===== src/rtl/intc_pkg.sv =====
// intc_pkg: register offsets, FSM state encoding and hold-off counter width
// shared by the intc interrupt controller files.
package intc_pkg;

  localparam logic [1:0] REG_IE      = 2'd0;
  localparam logic [1:0] REG_IP      = 2'd1;
  localparam logic [1:0] REG_IMODE   = 2'd2;
  localparam logic [1:0] REG_HOLDOFF = 2'd3;

  localparam int CNT_W = 8;

  typedef enum logic [1:0] {
    IDLE   = 2'd0,
    ASSERT = 2'd1,
    HOLD   = 2'd2
  } state_e;

endpackage


===== src/rtl/intc_sync.sv =====
// intc_sync: brings one asynchronous interrupt source into the clk domain
// through two flops and keeps a third flop of history for rising-edge detect.
module intc_sync
  import intc_pkg::*;
(
  input  logic clk,
  input  logic rst_n,
  input  logic d,
  output logic level,
  output logic rise
);

  logic meta_q, meta_d;
  logic sync_q, sync_d;
  logic prev_q, prev_d;

  // Shift chain: raw input -> metastability flop -> synchronized -> history.
  always_comb begin
    meta_d = d;
    sync_d = meta_q;
    prev_d = sync_q;
  end

  // Chain flops, cleared asynchronously.
  always_ff @(posedge clk or negedge rst_n) begin
    if (!rst_n) begin
      meta_q <= 1'b0;
      sync_q <= 1'b0;
      prev_q <= 1'b0;
    end else begin
      meta_q <= meta_d;
      sync_q <= sync_d;
      prev_q <= prev_d;
    end
  end

  assign level = sync_q;
  assign rise  = sync_q & ~prev_q;

endmodule


===== src/rtl/intc.sv =====
// intc: merges NUM_IRQS sources into one registered interrupt line with
// IE/IP/IMODE CSRs; the HOLDOFF register and HOLD state exist only when
// INTC_HOLDOFF_EN is defined.
module intc
  import intc_pkg::*;
#(
  parameter logic [4:0] BASE_ADDR = 5'h1c,
  parameter int         NUM_IRQS  = 8
) (
  input  logic                clk,
  input  logic                rst_n,
  input  logic [4:0]          csr_a,
  input  logic [7:0]          csr_di,
  input  logic                csr_we,
  output logic [7:0]          csr_do,
  input  logic                tick,
  input  logic [NUM_IRQS-1:0] irq_in,
  output logic                irq_out
);

  localparam logic [NUM_IRQS-1:0] ZERO_V = {NUM_IRQS{1'b0}};

  logic [NUM_IRQS-1:0] level_s, rise_s;

  for (genvar i = 0; i < NUM_IRQS; i++) begin : g_sync
    intc_sync u_sync (
      .clk   (clk),
      .rst_n (rst_n),
      .d     (irq_in[i]),
      .level (level_s[i]),
      .rise  (rise_s[i])
    );
  end

  logic [4:0]          off_s;
  logic                hit_s;
  logic [1:0]          reg_s;
  logic [NUM_IRQS-1:0] wdata_s;

  assign off_s   = csr_a - BASE_ADDR;
  assign hit_s   = (csr_a >= BASE_ADDR) && (off_s < 5'd4);
  assign reg_s   = off_s[1:0];
  assign wdata_s = csr_di[NUM_IRQS-1:0];

  logic [NUM_IRQS-1:0] ie_q, ie_d;
  logic [NUM_IRQS-1:0] ip_q, ip_d;
  logic [NUM_IRQS-1:0] imode_q, imode_d;
  logic [NUM_IRQS-1:0] w1c_s, set_s;
  logic                active_s;

  // CSR write decode and pending update; a new set wins over a W1C clear.
  always_comb begin
    ie_d    = ie_q;
    imode_d = imode_q;
    w1c_s   = ZERO_V;
    if (csr_we && hit_s) begin
      case (reg_s)
        REG_IE:    ie_d    = wdata_s;
        REG_IP:    w1c_s   = wdata_s;
        REG_IMODE: imode_d = wdata_s;
        default:   w1c_s   = ZERO_V;
      endcase
    end else begin
      w1c_s = ZERO_V;
    end
    set_s = (imode_q & rise_s) | (~imode_q & level_s);
    ip_d  = (ip_q & ~w1c_s) | set_s;
  end

  // Mask, pending and mode registers.
  always_ff @(posedge clk or negedge rst_n) begin
    if (!rst_n) begin
      ie_q    <= ZERO_V;
      ip_q    <= ZERO_V;
      imode_q <= ZERO_V;
    end else begin
      ie_q    <= ie_d;
      ip_q    <= ip_d;
      imode_q <= imode_d;
    end
  end

  assign active_s = |(ip_q & ie_q);

`ifdef INTC_HOLDOFF_EN
  logic [CNT_W-1:0] holdoff_q, holdoff_d;
  logic [CNT_W-1:0] cnt_q;

  // Hold-off length register.
  always_comb begin
    if (csr_we && hit_s && (reg_s == REG_HOLDOFF)) begin
      holdoff_d = csr_di;
    end else begin
      holdoff_d = holdoff_q;
    end
  end

  // Hold-off length storage.
  always_ff @(posedge clk or negedge rst_n) begin
    if (!rst_n) begin
      holdoff_q <= 8'd0;
    end else begin
      holdoff_q <= holdoff_d;
    end
  end
`else
  logic unused_s;
  assign unused_s = tick;
`endif

  state_e state_q;
  logic   irq_q;

  // Output FSM; HOLD counts tick pulses and only reloads cnt on entry.
  always_ff @(posedge clk or negedge rst_n) begin
    if (!rst_n) begin
      state_q <= IDLE;
      irq_q   <= 1'b0;
`ifdef INTC_HOLDOFF_EN
      cnt_q   <= 8'd0;
`endif
    end else begin
      case (state_q)
        IDLE: begin
          if (active_s) begin
            state_q <= ASSERT;
            irq_q   <= 1'b1;
          end
        end
        ASSERT: begin
          if (!active_s) begin
            irq_q <= 1'b0;
`ifdef INTC_HOLDOFF_EN
            if (holdoff_q != 8'd0) begin
              state_q <= HOLD;
              cnt_q   <= holdoff_q;
            end else begin
              state_q <= IDLE;
            end
`else
            state_q <= IDLE;
`endif
          end
        end
`ifdef INTC_HOLDOFF_EN
        HOLD: begin
          irq_q <= 1'b0;
          if (tick) begin
            if (cnt_q == 8'd1) begin
              state_q <= IDLE;
            end else begin
              cnt_q <= cnt_q - 8'd1;
            end
          end
        end
`endif
        default: begin
          state_q <= IDLE;
          irq_q   <= 1'b0;
        end
      endcase
    end
  end

  assign irq_out = irq_q;

  logic [7:0] rdata_s;

  // Combinational read mux; zero when the address is outside this block.
  always_comb begin
    rdata_s = 8'h00;
    if (hit_s) begin
      case (reg_s)
        REG_IE:    rdata_s[NUM_IRQS-1:0] = ie_q;
        REG_IP:    rdata_s[NUM_IRQS-1:0] = ip_q;
        REG_IMODE: rdata_s[NUM_IRQS-1:0] = imode_q;
`ifdef INTC_HOLDOFF_EN
        REG_HOLDOFF: rdata_s = holdoff_q;
`endif
        default:   rdata_s = 8'h00;
      endcase
    end else begin
      rdata_s = 8'h00;
    end
  end

  assign csr_do = rdata_s;

endmodule

===== config.mk =====
export PLATFORM = sky130hd
export DESIGN_NAME = intc
export DESIGN_NICKNAME = d
export VERILOG_FILES = /design/src/rtl/intc_pkg.sv /design/src/rtl/intc_sync.sv /design/src/rtl/intc.sv
export SDC_FILE = /design/constraint.sdc
export NUM_CORES = 1
export LEC_CHECK = 0
export ABC_AREA = 1
export CAP_MARGIN = 0
export CORE_ASPECT_RATIO = 0.75
export CORE_MARGIN = 3
export CORE_UTILIZATION = 40
export DETAILED_ROUTE_END_ITERATION = 10
export HOLD_SLACK_MARGIN = 0.02
export PLACE_DENSITY = 0.68
export SKIP_LAST_GASP = 1
export SLEW_MARGIN = 20
export SYNTH_ARGS = -nofsm -noshare
export SYNTH_HDL_FRONTEND = slang
export SYNTH_SLANG_ARGS = --single-unit

===== constraint.sdc =====
create_clock -name clk -period 2.7 [get_ports clk]
set_input_delay 0.54 -clock clk [delete_from_list [all_inputs] [get_ports clk]]
set_output_delay 0.54 -clock clk [all_outputs]
set_load 0.02 [all_outputs]

* Yosys cells after proc, flatten, opt, wreduce, memory -nomap -nowiden
Index checks and enable logic that the tools add are counted.
Word-level totals: word-level logic and storage cells 79, output and inout port bits 9, bits in registers 51
Operators by class: $add $sub $neg 1, bitwise gates (word level) 24, eq/ne operators 5, $lt $le $gt $ge 2, mux-type cells 10, reductions and logical operators 8
Operators by type and width (number):
- bitwise AND 8 bit | 4
- 2-to-1 mux 8 bit | 3
- case mux 8 bit (3 select lines) | 1
- inverter 8 bit | 2
- OR 8 bit | 2
- bitwise AND 1 bit | 8
- inverter 1 bit | 8
- OR reduction 8 bit | 1
- AND reduction 2 bit | 3
- greater-or-equal comparator 5 bit (second input constant) | 1
- less-than comparator 5 x 3 -> 1 bit (second input constant) | 1
- subtractor 5 bit (second input constant) | 1
- equality test 2 x 1 -> 1 bit (second input constant) | 2
- logical NOT 2 bit | 2
- 2-to-1 mux 2 bit | 2
- != test 2 bit (second input constant) | 2
- case mux 2 bit (2 select lines) | 1
- equality test 2 bit (second input constant) | 1
- logical AND 1 bit | 2
- 2-to-1 mux 1 bit | 2
- case mux 1 bit (2 select lines) | 1

* Depth between registers and ports, before layout
Gate-level depths: netlist of run 1.
word-level depth 8, depth in mapped cells 8, gate-level depth less buffers 7

* By module
Synthesis of run 1 repeated with hierarchy kept, for this count alone.
Second synthesis, totals: cell total of the unflattened synthesis 233, area, all modules 2203.4 µm²
Modules (own cells, without submodules):
- intc | instances 1, seq. area each 625.6 µm², area an instance 1522.7 µm², cells an instance 193
- intc_sync | instances 8, seq. area each 75.1 µm², area an instance 85.1 µm², cells an instance 5

* Least setup slack after synthesis of run 1
Ideal clock, no wire load.
path type input-to-output, start input port csr_a[2], end output port csr_do[0], buffers on the path 1, data required time 2.160 ns, stages on the path 7, arrival 1.728 ns, setup slack 0.432 ns, cell sequence ha_1 inv_1 nand2_1 nor2_1 buf_2 nand2_2 a31oi_1
Between the ends: word-level cells in the longest chain between the ends 4
Ends and longest elaborated chain:
- from (decl) | line intc.sv:12 | input logic [4:0] csr_a,
- subtractor 5 bit | line intc.sv:40 | assign off_s = csr_a - BASE_ADDR;
- less-than comparator 5 x 3 -> 1 bit | line intc.sv:41 | assign hit_s = (csr_a >= BASE_ADDR) && (off_s < 5'd4);
- logical AND 1 bit (*) | line intc.sv:41
- 2-to-1 mux 8 bit (*) | line intc.sv:172 | if (hit_s) begin
- to (decl) | line intc.sv:15 | output logic [7:0] csr_do,
Mark *: on every way between the ends. The rest lies on a longest branch, timed or not.

* Worst setup path after layout of run 1
start input port csr_a[2], end output port csr_do[1]
Same word-level chain as after synthesis.

==> parameters.txt, run 1 <==
Parameter                              Value

Status
  Result of the run    completed

STA
  Unrepaired setup endpoints after global routing    true
  Fraction of the cycle the final worst path needs    97.5%
  Tightest Pin Transition    approximately 0.44 ns
  Smallest hold slack    0.117 ns
  Maximum achievable frequency    380 MHz
  Final slew viol count    0
  Max-slew headroom at the worst pin    70.4%
  Fin crit period    2.63 ns
  Fin. Hold Viols    0
  Count of final setup violators    0
  Setup skew after layout    approximately 0.0052 ns
  Worst setup margin    0.0668 ns

Die
  DIE HEIGHT    slightly below 70 µm
  Die footprint    6100 µm²
  Standard-cell row count    22
  Core Region    4950 µm²
  Starting Density    41.9%
  Die span in x    89.2 µm
  Number of primary I/O pins    34

Pwr
  Maximum resistive drop on vdd    0.280 mV
  Total power    0.00144 W
  Leakage    1.29 nW
  Power density over the cells    541 nW/µm²

Worst setup path
  Worst setup path class    input port to primary output
  Number of cells on the worst reg-to-reg path    4
  RR Startpoint    ie_q[0]
  Worst reg2reg setup slack    1.85 ns
  RR Endpoint    irq_out
  Largest delay share family, worst path    buffers and inverters
  Crit-path max cell delay    0.43 ns
  Type of element capturing the critical path    primary output
  Sum of buffers and inverters on the critical path    3
  Slowest cell on the critical path    sky130_fd_sc_hd__clkdlybuf4s50_1
  Required time worst endpoint    2.16 ns
  Ordered list of cells on the worst path    clkdlybuf4s50_1 > ha_1 > inv_1 > nand2_1 > nor2_4 > nand2_4 > a31oi_4 > buf_2
  Largest fanout of any net on the critical path    8
  Arrival time of the worst setup path    2.09 ns
  Critical Path Start Type    input port

Placement
  DP Worst Slack    -0.490 ns
  Hpwl dp    between 3000 and 4000 µm
  # port buffers    32
  Routability cong.    0.829
  Number of placed instances with taps included    327

Finish
  Syn-to-layout area delta    28.5%
  Leading cell type in the layout, fill and taps excluded    sky130_fd_sc_hd__nand2_1
  Final core utilization    a little over half
  Count of non-filler cells in the finished layout    335
  Layout cell share with drive strength beyond 1    17.1%
  Net count of the finished layout    300
  N_diodes    0
  Fillcell total    492
  Leading cell types in the layout, fill and taps excluded    92 x sky130_fd_sc_hd__nand2_1, 49 x sky130_fd_sc_hd__dfrtp_1, 26 x sky130_fd_sc_hd__nand4_1, 23 x sky130_fd_sc_hd__clkdlybuf4s50_1, 21 x sky130_fd_sc_hd__buf_4
  Area of the multi-input gates    785 µm²
  Seq. cell area    1230 µm²

Global routing
  Sum of overflow across all layers after global routing    0
  Via count of the first global-routing pass    between 1.5k and 2k
  Met1 capacity usage during global routing    27.2%
  First-pass GRT wire length    8060 µm
  Overall fraction of global-route tracks in use    ~18%
  Global Route met3 Usage    3.73%
  Pin count of the biggest net entering global routing    20
  Antenna violations before repair    0
  Routing layer with the top usage in global route    met1
  Global routing usage on met2    25.8%

Yosys
  Portion of the post-synthesis area used by sequential elements    59.0%
  Cell count after synthesis    226
  Distinct cell type count after synthesis    20
  Number of nets in the synthesized netlist    252
  Mean Syn Cell Area    9.19 µm²
  Netlist Area Pre-Place    about 2100 µm²
  Yosys warning total    0
  Flip-flop and latch count after synthesis    a little under 50

Detailed routing
  Final routed wirelength across all metal layers    4920 µm
  Number of nets with antenna violations after routing    0
  Total via count after detailed routing    roughly 1.8k
  Via-to-Cell Ratio    about 5.2
  DR pass1 iterations    5
  DRT iter0 DRCs    133
  DRC errors left    0
  Wire length per cell after detailed routing    ~15 µm

CTS
  Post-CTS Hold Buffers    0
  Source-to-sink clock delay at the later pin of the worst-skew pair    around 0.30 ns
  H-tree lvl count    2
  Sinks on Clock Net    49
  Total CTS buffers    5
  Deepest clock path buffer count    2
  Post-CTS repair timing setup buffer count    0
  CTS tree    built
  Clock-pin slew on the worst setup and hold paths    0.09 ns
  Clk Tree Root Cell    sky130_fd_sc_hd__clkbuf_8

Min path
  Kind of path behind the tightest hold check    input port to async pin

Job
  Max-capacitance violation count    0
==> Yosys cell counts (all sizes together) <==
cell type	number	area share, %
nand2	94	17
dfrtp	49	59
nand4	27	8.9
nor2	15	4.3
inv	13	2.3
nand3	9	2.2
a31oi	8	2.4
buf	8	2.6
clkbuf	1	0.18
ha	1	0.60
o21ai	1	0.24
==> layout make-up <==
class,instances,area share (%)
clock inverters,1,0.188
clock buffers,7,3.61
repair buffers,50,16.2
inverters,13,1.83
multi-input cells,155,29.4
well taps,60,2.81
flip-flops and latches,49,45.9
==> per-layer routing <==
metal	wire, µm	vias up
met1	2390	848
met4	44	0
li1	-	836
met2	2150	64
met3	327	6
met5	0	-
==> power breakdown <==
| group | total (W) | internal [W] | switching, W |
|---|---|---|---|
| clock network | 0.000471 | 0.000232 | 0.000239 |
| registers | 0.000793 | 0.000772 | 0.0000206 |
| logic | 0.000181 | 0.0000814 | 0.0000994 |
| total | 0.00144 | 0.00109 | 0.000359 |
==> worst max-delay path by stage <==
stage	start	end	slack (ns)	cells after the start
floorplan	csr_a[2]	csr_do[0]	0.43	7
global placement	csr_a[2]	csr_do[1]	-0.42	8
detailed placement	csr_a[2]	csr_do[1]	-0.49	8
CTS	csr_a[2]	csr_do[1]	-0.008	8
global route	csr_a[2]	csr_do[1]	-0.03	8
finish	csr_a[2]	csr_do[1]	0.07	8
==> registers in the layout, summed over array words and instances, names as in the netlist <==
name                  count
ip_q                      8
g_sync.u_sync.meta_q      8
ie_q                      8
imode_q                   8
g_sync.u_sync.level       8
g_sync.u_sync.prev_q      8
irq_out                   1
==> kinds of logic after synthesis <==
logic type	after synthesis	share of synthesized area (%)
simple gates	145	32.6
flops	49	59.0
buf+inv	22	5.12
compound gates	9	2.65
fa+ha+maj	1	0.602
==> through the flow <==
| stage | area, µm² | TNS [ns] |
|---|---|---|
| finish | 2670 | 0 |
| global route | 2670 | -0.0468 |
| CTS | 2670 | -0.00826 |
| detailed placement | 2560 | -3.52 |
| global placement | 2560 | -2.96 |
| floorplan | 2080 | 0 |
==> timing repair <==
action / CTS / global route
gates resized for setup: 45 / 6
pin swaps: 1 / 0
setup endpoints to repair: 8 / 6
gates cloned: 0 / 0
Power figures use the tool's default switching activity.
==> run 2, diff against run 1 <==
- MAX_ROUTING_LAYER: unset -> met4
==> parameters.txt, run 2 (synthesis gave the netlist of run 1 again) <==
Parameter                              Value

Finish
  Final core utilization    53.9% (unchanged)
  Leading cell types in the layout, fill and taps excluded    92 x sky130_fd_sc_hd__nand2_1, 49 x sky130_fd_sc_hd__dfrtp_1, 26 x sky130_fd_sc_hd__nand4_1, 23 x sky130_fd_sc_hd__clkdlybuf4s50_1, 21 x sky130_fd_sc_hd__buf_4
  Syn-to-layout area delta    28.5% (unchanged)
  Cell area after layout    2670 µm² (unchanged)
  N_diodes    0 (unchanged)
  Net count of the finished layout    300 (unchanged)
  Layout cell share with drive strength beyond 1    17.1% (unchanged)
  Leading cell type in the layout, fill and taps excluded    sky130_fd_sc_hd__nand2_1
  Fillcell total    492 (unchanged)

Global routing
  First-pass GRT wire length    8060 µm (unchanged)
  Overall fraction of global-route tracks in use    18.4% (+0.52 points)
  Pin count of the biggest net entering global routing    20 (unchanged)
  Via count of the first global-routing pass    1626 (+0.062%)
  Sum of overflow across all layers after global routing    0 (unchanged)
  Antenna violations before repair    0 (unchanged)

Status
  Result of the run    completed

STA
  Fraction of the cycle the final worst path needs    97.5% (unchanged)
  Final slew viol count    0 (unchanged)
  Fin crit period    2.63 ns (unchanged)
  Max-slew headroom at the worst pin    70.4% (unchanged)
  Tightest Pin Transition    0.443 ns (unchanged)
  Maximum achievable frequency    380 MHz (unchanged)
  Count of final setup violators    0 (unchanged)
  Setup skew after layout    0.00524 ns (unchanged)
  Fin. Hold Viols    0 (unchanged)
  Unrepaired setup endpoints after global routing    true

CTS
  Deepest clock path buffer count    2 (unchanged)
  Clock-pin slew on the worst setup and hold paths    0.09 ns (about the same)
  Total CTS buffers    5 (unchanged)
  Source-to-sink clock delay at the later pin of the worst-skew pair    0.30 ns (about the same)
  Clk Tree Root Cell    sky130_fd_sc_hd__clkbuf_8
  CTS tree    built
  H-tree lvl count    2 (unchanged)
  Sinks on Clock Net    49 (unchanged)

Min path
  Kind of path behind the tightest hold check    input port to async pin

Worst setup path
  Required time worst endpoint    2.16 ns (about the same)
  Critical Path Start Type    input port
  Ordered list of cells on the worst path    clkdlybuf4s50_1 > ha_1 > inv_1 > nand2_1 > nor2_4 > nand2_4 > a31oi_4 > buf_2
  Crit-path max cell delay    0.43 ns (about the same)
  Type of element capturing the critical path    primary output
  Worst setup path class    input port to primary output
  Worst reg2reg setup slack    1.85 ns (about the same)
  Arrival time of the worst setup path    2.09 ns (about the same)
  Largest fanout of any net on the critical path    8 (unchanged)
  Slowest cell on the critical path    sky130_fd_sc_hd__clkdlybuf4s50_1

Placement
  Routability cong.    0.842 (+1.5%)
  Cell area after placement    2560 µm² (unchanged)
  Hpwl dp    3350 µm (unchanged)
  # port buffers    32 (unchanged)

Die
  Number of primary I/O pins    34 (unchanged)
  Core Region    4950 µm² (unchanged)
  Die footprint    6100 µm² (unchanged)
  Starting Density    41.9% (unchanged)
  DIE HEIGHT    68.4 µm (unchanged)
  Standard-cell row count    22 (unchanged)
  Die span in x    89.2 µm (unchanged)

Pwr
  Internal power contribution    0.00109 W (unchanged)
  Combinational fraction of design power    12.5% (about the same)
  Relative contribution of sequential cells to total power    54.9% (about the same)
  Switching power    0.000359 W (about the same)
  Net switching fraction of the power    24.8% (about the same)
  Part of the total power dissipated in the clock network    32.6% (about the same)
  Total power    0.00144 W (unchanged)
  Maximum resistive drop on vdd    0.280 mV (unchanged)
  Power density over the cells    541 nW/µm² (unchanged)
  Leakage    1.29 nW (unchanged)

Detailed routing
  Final routed wirelength across all metal layers    4920 µm (about the same)
  Total via count after detailed routing    1754 (unchanged)
  Wire length per cell after detailed routing    14.7 µm (about the same)
  Via-to-Cell Ratio    5.24 (unchanged)
  DR pass1 iterations    5 (unchanged)
  Number of nets with antenna violations after routing    0 (unchanged)
  DRC errors left    0 (unchanged)
  DRT iter0 DRCs    133 (unchanged)

Job
  Max-capacitance violation count    0 (unchanged)
run 2: per-layer routing:
metal  part of all wire (%)  global-route usage (%)  wire length [µm]  up-vias
met5                      0                       -                 0        -
met4                   0.89                    5.02                44        0
met3                    6.6                    3.73               327        6
met2                     44                    25.8              2150       64
met1                     49                    27.2              2390      848
li1                       -                       -                 -      836
run 2: metrics by stage:
step | instances | hold slack [ns] | setup WS [ns] | TNS, ns
after floorplan | 226 | 0.244 | 0.432 | 0
after global placement | 327 | 0.332 | -0.416 | -2.96
after detailed placement | 327 | 0.336 | -0.490 | -3.52
after CTS | 335 | 0.123 | -0.00826 | -0.00826
after global routing | 335 | 0.133 | -0.0255 | -0.0468
final | 335 | 0.117 | 0.0668 | 0
run 2: final timing paths:
path,startpoint,endpoint,cells after the start
hold reg to reg,g_sync[7].u_sync.meta_q,g_sync[7].u_sync.level,0
hold / removal,rst_n,ip_q[5],1
setup / recovery,csr_a[2],csr_do[1],8
min in group clk,g_sync[7].u_sync.meta_q,g_sync[7].u_sync.level,0
max in group asynchronous,rst_n,ie_q[3],2
setup reg to reg,ie_q[0],irq_out,4
run 2: worst max-delay path: cells and delay by family:
family,cells,cell delay [ns]
and+or+nand+nor,3,0.34
adders and majority gates,1,0.32
AOI/OAI and AO/OA,1,0.20
buffers and inverters,3,0.68
run 2: power by group through the flow:
stage	combinational, W	clock, W	sequential, W
2_1_floorplan	0.0000718	0	0.000808
3_3_place_gp	0.000174	0	0.000806
3_5_place_dp	0.000178	0	0.000807
4_1_cts	0.000181	0.000483	0.000793
5_1_grt	0.000200	0.000513	0.000798
6_report	0.000181	0.000471	0.000793
run 2: what timing repair did:
item                                   4_1_cts  5_1_grt
resized for setup                           45        6
setup endpoints to repair                    8        6
pin swaps                                    1        0
endpoints found under the hold margin        0        0
hold buffers                                 0        0
setup buffers                                0        0
run 2: final cells by class:
| cell class | count | area (µm²) | share of cell area [%] |
|---|---|---|---|
| Clock inverter | 1 | 5.00 | 0.188 |
| Tap cell | 60 | 75.1 | 2.81 |
| Multi-Input combinational cell | 155 | 785 | 29.4 |
| Clock buffer | 7 | 96.3 | 3.61 |
| Timing Repair Buffer | 50 | 433 | 16.2 |
| Inverter | 13 | 48.8 | 1.83 |
| Sequential cell | 49 | 1230 | 45.9 |
==> run 3, diff against run 2 <==
- HOLD_SLACK_MARGIN: 0.02 -> unset
==> results of run 3 <==
Final layout, timing and power as in run 2 (identical DEF).
